$ cat src/rtl/instruction_fetch_pkg.sv
// Shared CPU definitions: default widths, reset PC, instruction field
// bounds and the fetch FSM state encodings.
package instruction_fetch_pkg;

  localparam int ADDR_WIDTH_DEF = 28;
  localparam int DATA_WIDTH_DEF = 32;
  localparam logic [27:0] RESET_PC_DEF = 28'h0000100;

  // Instruction field bounds: opcode [31:28], operand [27:0]
  localparam int OPC_MSB     = 31;
  localparam int OPC_LSB     = 28;
  localparam int OPERAND_MSB = 27;

  // Fetch FSM encodings
  localparam logic [2:0] S_IDLE   = 3'd0;
  localparam logic [2:0] S_REQ    = 3'd1;
  localparam logic [2:0] S_WAIT   = 3'd2;
  localparam logic [2:0] S_VALID  = 3'd3;
  localparam logic [2:0] S_HALTED = 3'd4;

  typedef enum logic [2:0] {
    ST_IDLE   = S_IDLE,
    ST_REQ    = S_REQ,
    ST_WAIT   = S_WAIT,
    ST_VALID  = S_VALID,
    ST_HALTED = S_HALTED
  } fetch_state_e;

  // Width of the read-latency counter (latency range 1..4)
  localparam int LAT_W = 3;

endpackage

$ cat src/rtl/instruction_fetch.sv
// Instruction fetch stage: owns the PC, reads instruction words from a
// synchronous RAM and hands them to execute over a valid/ready handshake.
// Execute can redirect, skip one word, or halt the stage.
module instruction_fetch
  import instruction_fetch_pkg::*;
#(
  parameter int                    ADDR_WIDTH   = ADDR_WIDTH_DEF,
  parameter int                    DATA_WIDTH   = DATA_WIDTH_DEF,
  parameter logic [ADDR_WIDTH-1:0] RESET_PC     = ADDR_WIDTH'(RESET_PC_DEF),
  parameter int                    READ_LATENCY = 1
) (
  input  logic                  clk,
  input  logic                  rst_n,
  input  logic                  start,
  output logic [ADDR_WIDTH-1:0] mem_addr,
  output logic                  mem_cs,
  output logic                  mem_oe,
  output logic                  mem_we,
  input  logic [DATA_WIDTH-1:0] mem_rdata,
  output logic                  ir_valid,
  input  logic                  ir_ready,
  output logic [DATA_WIDTH-1:0] ir_data,
  output logic [ADDR_WIDTH-1:0] ir_pc,
  input  logic                  redirect_valid,
  input  logic [ADDR_WIDTH-1:0] redirect_addr,
  input  logic                  skip,
  input  logic                  halt,
  output logic [ADDR_WIDTH-1:0] pc,
  output logic                  halted
);

  fetch_state_e          state_r;
  logic [ADDR_WIDTH-1:0] pc_r;
  logic [LAT_W-1:0]      cnt_r;
  logic [ADDR_WIDTH-1:0] mem_addr_r;
  logic                  mem_cs_r;
  logic                  mem_oe_r;
  logic                  ir_valid_r;
  logic [DATA_WIDTH-1:0] ir_data_r;
  logic [ADDR_WIDTH-1:0] ir_pc_r;
  logic                  halted_r;

  logic                  sample_s;
  logic                  jump_s;
  logic [ADDR_WIDTH-1:0] req_pc_s;

  // Target PC for the next request: redirect beats skip; a skip on the
  // data-sample cycle also absorbs the normal increment (pc+2).
  always_comb begin
    sample_s = (state_r == ST_WAIT) && (cnt_r == LAT_W'(1));
    jump_s   = redirect_valid || skip;
    req_pc_s = pc_r;
    if (redirect_valid) begin
      req_pc_s = redirect_addr;
    end else if (skip) begin
      if (sample_s) begin
        req_pc_s = pc_r + ADDR_WIDTH'(2);
      end else begin
        req_pc_s = pc_r + ADDR_WIDTH'(1);
      end
    end else begin
      req_pc_s = pc_r;
    end
  end

  // Fetch FSM with registered RAM controls and instruction outputs
  always_ff @(posedge clk or negedge rst_n) begin
    if (!rst_n) begin
      state_r    <= ST_IDLE;
      pc_r       <= RESET_PC;
      cnt_r      <= LAT_W'(0);
      mem_addr_r <= ADDR_WIDTH'(0);
      mem_cs_r   <= 1'b0;
      mem_oe_r   <= 1'b0;
      ir_valid_r <= 1'b0;
      ir_data_r  <= DATA_WIDTH'(0);
      ir_pc_r    <= ADDR_WIDTH'(0);
      halted_r   <= 1'b0;
    end else begin
      case (state_r)
        ST_IDLE: begin
          if (start) begin
            state_r    <= ST_REQ;
            mem_addr_r <= pc_r;
            mem_cs_r   <= 1'b1;
            mem_oe_r   <= 1'b1;
          end
        end
        ST_REQ, ST_WAIT, ST_VALID: begin
          if (halt) begin
            state_r    <= ST_HALTED;
            halted_r   <= 1'b1;
            ir_valid_r <= 1'b0;
            mem_cs_r   <= 1'b0;
            mem_oe_r   <= 1'b0;
          end else if (jump_s || (state_r == ST_VALID && ir_ready)) begin
            // Any in-flight read is dropped; reissue at the new PC
            state_r    <= ST_REQ;
            pc_r       <= req_pc_s;
            mem_addr_r <= req_pc_s;
            mem_cs_r   <= 1'b1;
            mem_oe_r   <= 1'b1;
            ir_valid_r <= 1'b0;
          end else if (state_r == ST_REQ) begin
            state_r <= ST_WAIT;
            cnt_r   <= LAT_W'(READ_LATENCY);
          end else if (sample_s) begin
            state_r    <= ST_VALID;
            ir_data_r  <= mem_rdata;
            ir_pc_r    <= pc_r;
            pc_r       <= pc_r + ADDR_WIDTH'(1);
            ir_valid_r <= 1'b1;
            mem_cs_r   <= 1'b0;
            mem_oe_r   <= 1'b0;
          end else if (state_r == ST_WAIT) begin
            cnt_r <= cnt_r - LAT_W'(1);
          end else begin
            state_r <= state_r;
          end
        end
        ST_HALTED: begin
          state_r <= ST_HALTED;
        end
        default: begin
          state_r    <= ST_IDLE;
          mem_cs_r   <= 1'b0;
          mem_oe_r   <= 1'b0;
          ir_valid_r <= 1'b0;
        end
      endcase
    end
  end

  assign mem_addr = mem_addr_r;
  assign mem_cs   = mem_cs_r;
  assign mem_oe   = mem_oe_r;
  assign mem_we   = 1'b0;
  assign ir_valid = ir_valid_r;
  assign ir_data  = ir_data_r;
  assign ir_pc    = ir_pc_r;
  assign pc       = pc_r;
  assign halted   = halted_r;

endmodule

$ cat config.mk
export PLATFORM = sky130hd
export DESIGN_NAME = instruction_fetch
export DESIGN_NICKNAME = d
export VERILOG_FILES = /design/src/rtl/instruction_fetch_pkg.sv /design/src/rtl/instruction_fetch.sv
export SDC_FILE = /design/constraint.sdc
export NUM_CORES = 1
export LEC_CHECK = 0
export BUFFER_PORTS_ARGS = -buffer_cell sky130_fd_sc_hd__buf_2
export CAP_MARGIN = 20
export CORE_MARGIN = 2
export CORE_UTILIZATION = 50
export DETAILED_ROUTE_END_ITERATION = 6
export PLACE_DENSITY_LB_ADDON = 0.05
export SYNTH_ARGS = -nofsm -noshare
export SYNTH_HDL_FRONTEND = slang
export SYNTH_SLANG_ARGS = --single-unit
$ cat constraint.sdc
create_clock -name clk -period 2.3 [get_ports clk]
set_input_delay 0.115 -clock clk [delete_from_list [all_inputs] [get_ports clk]]
set_output_delay 0.115 -clock clk [all_outputs]
set_load 0.02 [all_outputs]
# Yosys cells after proc, flatten, opt, wreduce, memory -nomap -nowiden
# Index checks and enable logic that the tools add are counted.
[word_totals] word_cells=78 rom_bits=0 regBits=125 memories=0 ramBits=0 out_inout_bits=121 latch_bits=0
[op_classes] div_mod_pow=0 n_lt_le_gt_ge=0 n_addsub=3 n_shift=0 multipliers=0 n_bitwise=5 reduce_logical=18 eq_ne=13 n_mux=30
[ops] operator="$mux W28" n=9
[ops] operator="$pmux W28 S2" n=1
[ops] operator="$add A28 B1 Y28 const B" n=1
[ops] operator="$add A28 B2 Y28 const B" n=1
[ops] operator="$mux W3" n=8
[ops] operator="$reduce_and A4 Y1" n=3
[ops] operator="$reduce_and A5 Y1" n=2
[ops] operator="$mux W1" n=9
[ops] operator="$pmux W3 S3" n=1
[ops] operator="$ne A2 B2 Y1 const B" n=4
[ops] operator="$ne A4 B4 Y1 const B" n=2
[ops] operator="$eq A3 B1 Y1 const B" n=2
[ops] operator="$eq A3 B2 Y1 const B" n=2
[ops] operator="$reduce_bool A2 Y1" n=3
[ops] operator="$ne A5 B5 Y1 const B" n=1
[ops] operator="$not A1 Y1" n=5
[ops] operator="$reduce_and A2 Y1" n=2
[ops] operator="$eq A3 B3 Y1 const B" n=1
[ops] operator="$logic_not A3 Y1" n=1
[ops] operator="$pmux W1 S3" n=1
[ops] operator="$reduce_and A3 Y1" n=1
[ops] operator="$reduce_or A3 Y1" n=1
[ops] operator="$sub A3 B1 Y3 const B" n=1
[ops] operator="$logic_and A1 B1 Y1" n=2
[ops] operator="4 further kinds" n=5

# Depth between registers and ports, before layout
[depth] depth_word=8 ltp_mapped=10

# Worst setup path after synthesis
# No wires, ideal clock.
[synth_path] kind="register to register" startpoint="register pc_r[1], in the netlist pc[1]" endpoint="register mem_addr_r[16], in the netlist mem_addr[16]" stages_incl_launch_ff=10 synth_period_minus_slack_ns=2.250 setup_ns=0.126 arrival_time_ns=2.124 slack_ns=0.050 t_required_ns=2.174 n_path_buf=1 cell_sequence="dfrtp_1 ha_1 and3_1 nand3_1 mux2i_1 buf_6 nand4b_2 xor2_1 nor3_1 a311o_1"
[synth_between] elab_chain_cells=7 word_cells_on_any_way=8
[synth_rtl] item="from (decl)" line_no="instruction_fetch.sv:33" rtl="logic [ADDR_WIDTH-1:0] pc_r;"
[synth_rtl] item="from (signal assigned)" line_no="instruction_fetch.sv:99" rtl="pc_r <= req_pc_s;"
[synth_rtl] item="from (signal assigned)" line_no="instruction_fetch.sv:111" rtl="pc_r <= pc_r + ADDR_WIDTH'(1);"
[synth_rtl] item="$add A28 B1 Y28 or $add A28 B2 Y28 (tied branches)" line_no="instruction_fetch.sv:59, instruction_fetch.sv:57"
[synth_rtl] item="$mux W28 (*)" line_no="instruction_fetch.sv:56" rtl="if (sample_s) begin"
[synth_rtl] item="$mux W28 (*)" line_no="instruction_fetch.sv:55" rtl="end else if (skip) begin"
[synth_rtl] item="$mux W28 (*)" line_no="instruction_fetch.sv:53" rtl="if (redirect_valid) begin"
[synth_rtl] item="$mux W28 (*)" line_no="instruction_fetch.sv:96" rtl="end else if (jump_s || (state_r == ST_VALID && ir_ready)) begin"
[synth_rtl] item="$mux W28 (*)" line_no="instruction_fetch.sv:90" rtl="if (halt) begin"
[synth_rtl] item="$pmux W28 S2 (*)" line_no="instruction_fetch.sv:80" rtl="case (state_r)"
[synth_rtl] item="to (signal assigned)" line_no="instruction_fetch.sv:84" rtl="mem_addr_r <= pc_r;"
[synth_rtl] item="to (signal assigned)" line_no="instruction_fetch.sv:100" rtl="mem_addr_r <= req_pc_s;"
[synth_rtl] item="to (decl)" line_no="instruction_fetch.sv:35" rtl="logic [ADDR_WIDTH-1:0] mem_addr_r;"
# Mark *: on every way between the ends. The rest lies on a longest branch, timed or not. The select of a mux whose other input is x is not followed.
# A chain may end at the register's enable or synchronous reset.

# Worst setup path after layout
[layout_path] startpoint="register pc_r[8], in the netlist pc[8]" endpoint="register mem_addr_r[21], in the netlist mem_addr[21]"
# The elaborated chain is that of the path after synthesis.

==> metrics.csv <==
metric,value,unit
fin_nets,1196,
hpwl,16.8,mm
tritoncts.num_buffers,17,
post_synth_num_cell_types,75,
max_slew.worst_pin.slew,0.560,ns
critical_path.startpoint_type,register,
post-synth-top-count-cell,nand2_1,
floorplan.core_area,13900,um2
fillers,1156,
switching_share,44.2,%
power.share.clock,21.1,%
finalWorstPathRequiredPeriod,2.21,ns
port_buffers,186,
multiInputGateArea,3590,um2
cp_max_fo,5,
fp.dieArea,15100,um2
grt_setup_unrepaired,no,
drt.antenna.violating_nets,0,
route.detailed.wl_per_inst,17.9,um
ff_latch_area,3130,um2
synth_area,7080,um2
cts_max_path_buffers,2,
yosys_warnings,0,
finalCritPeriodShare,96.0,%
synth_edf_count,0,
timing.setup.tns,0,ns
gr-total-overflow,0,
worst_setup_path_type,register to register,
ir_drop_worst_vdd,0.769,mV
n_antenna_cell,0,
grt_start_max_net_pins,43,
netlist_top_cells_count,"243 x nand2_1, 124 x dfrtp_1, 68 x nor2_1",
clock_sinks,125,
floorplan.initialDensity,51.0,%
cts_tree,done,
number_of_failing_setup_endpoints_in_the_final_timing_report,0,
finalWeightedCongestion,0.923,
comb_power_share,48.3,%
yosys_register_bits,125,
global_route_wire_length_before_repair,36.7,mm
antenna_found_initial,0,
gr-max-usage-layer,met2,
report.final.slew_viol_count,0,
dieHeight,123,um
first_global_vias,6866,
synth_sequential_area_ratio,44.2,%
synth.area.top_cells,"dfrtp_1 44%, nand2_1 13%, o21ai_0 4.0%",
cell_internal_pwr,7020,uW
worst_slew_margin_rel,61.7,%
detail_route.wirelength,23.6,mm
timing.critical_path.arrival,2.51,ns
max_freq,453,MHz
power_per_cell_area,1300,nW/um2
groute.layer.met3.usage,6.00,%
routed-via-count,7463,
yosys.area.top_type_share,43.8,%
clkLatencyLatePin,0.42,ns
layout-drive-gt1-share,30.3,%
cts.htree.levels,4,
fin_skew,0.00682,ns
hold-worst-slack,0.0176,ns
static-leakage-power,0.00473,uW
root_buffer,clkbuf_16,
syn-num-nets,939,
drt-vias-per-instance,5.66,
finish.utilization,69.6,%
grt_use_total,31.6,%
remaining_drc_errors,0,
drt_pass1_iterations,5,
cap_violations,0,
synthCells,868,
area_delta_synth_final,36.4,%
fraction_of_registers_with_async_set_or_reset_after_synthesis,100,%
floorplan.io_pins,188,
status,finished clean,
reg_clk_slew_reported_paths,0.06,ns
worst-endpoint-required,2.60,ns
dominantRegCellSynth,dfrtp_1,
drt_first_iter_violations,700,
yosysTopAreaCell,dfrtp_1,
netSwitchingPower,5550,uW
num_rows,43,
p_seq_share,30.7,%
worst_hold_path_type,primary input to register,
worst_setup_path_end_kind,register,
met1_usage,43.7,%
floorplan.die.width,123,um
grt_util_met2,49.8,%
syn-mean-instance-area,8.16,um2
finalHoldViolCount,0,
## worst paths after layout
check	depth (start not counted)	to	slack, ns	start
worst max-delay path	7	mem_addr[21]$_DFFE_PN0P_	0.09	pc[8]$_DFFE_PN1P_
worst min-delay path	3	mem_addr[3]$_DFFE_PN0P_	0.02	redirect_addr[3]
worst max register to register	7	mem_addr[21]$_DFFE_PN0P_	0.09	pc[8]$_DFFE_PN1P_
worst min register to register	1	halted$_DFFE_PN0P_	0.47	halted$_DFFE_PN0P_
max in group asynchronous	3	pc[8]$_DFFE_PN1P_	1.41	rst_n
min in group asynchronous	2	mem_addr[13]$_DFFE_PN0P_	0.23	rst_n
## sequential cells by signal, summed over array words and instances, names as in the netlist
register and flops:
cnt_r 3, halted 1, ir_data 32, ir_pc 28
ir_valid 1, mem_addr 28, mem_oe 1, pc 28
state_r 3
## kinds of logic after synthesis
group	after synthesis	synth area share, %
AND/OR/NAND/NOR	411	25.8
multiplexers	10	1.41
flip-flops	125	44.2
buffers and inverters	86	6.06
other	1	0.0530
XOR/XNOR	21	2.60
AO/OA/AOI/OAI	210	19.1
adder cells (fa/ha/maj)	4	0.707
## cell type report
cell class                      instances  area share [%]
Inverter                               11           0.428
Clock buffer                           19            4.59
Timing Repair Buffer                  313            21.6
Clock inverter                         13            1.44
Sequential cell                       125            32.4
Multi-Input combinational cell        657            37.2
Tap cell                              180            2.33
## critical path, cell delays in order, from the launching register on
cell	delay, ns
dfstp_2	0.61
nand4_1	0.28
nor3_1	0.30
and3_1	0.22
o21ai_0	0.08
a211oi_1	0.24
nor3_1	0.10
a211o_1	0.27
## through the flow
step / power, uW / area, um2 / setup slack (ns) / instances
after floorplan: 7510 / 7080 / 0.0495 / 868
after detailed placement: 9810 / 8600 / 0.0824 / 1245
after global placement: 9750 / 8600 / 0.0455 / 1245
final: 12600 / 9660 / 0.0914 / 1318
after global routing: 13300 / 9660 / 0.00553 / 1318
after CTS: 12500 / 9580 / 0.0615 / 1316
## power groups by stage
stage	clock (uW)	combinational (uW)	sequential [uW]
6_report	2650	6070	3860
5_1_grt	2790	6580	3980
4_1_cts	2690	6010	3850
3_5_place_dp	0	5930	3870
3_3_place_gp	0	5890	3860
2_1_floorplan	0	2600	4910
## timing repair
item,in CTS,in global routing
endpoints found under the setup margin,0,32
hold endpoints to repair,78,0
setup buffers,0,2
gates resized for setup,0,16
hold buffers,39,0
## cells in the final DEF, fill, tap and decap left out, drive strengths merged, types with 6 or more instances in the layout
cell type    count
buf            274
nand2          244
dfrtp          124
nor2            69
o21ai           65
a21oi           53
dlygate4sd3     39
nand3           23
nor3            22
clkbuf          19
nand4           17
a31oi           15
xnor2           14
inv             14
and3            12
o211ai          11
a211oi          10
mux2i           10
nor4             8
xor2             7
o22ai            6
o21a             6
o221ai           6
## layer usage
metal  wire, um  vias up
met3       1840       47
met2      11100      327
met5          0        -
met4        557        0
met1      10200     3560
li1           -     3529
Power figures use the tool's default switching activity.
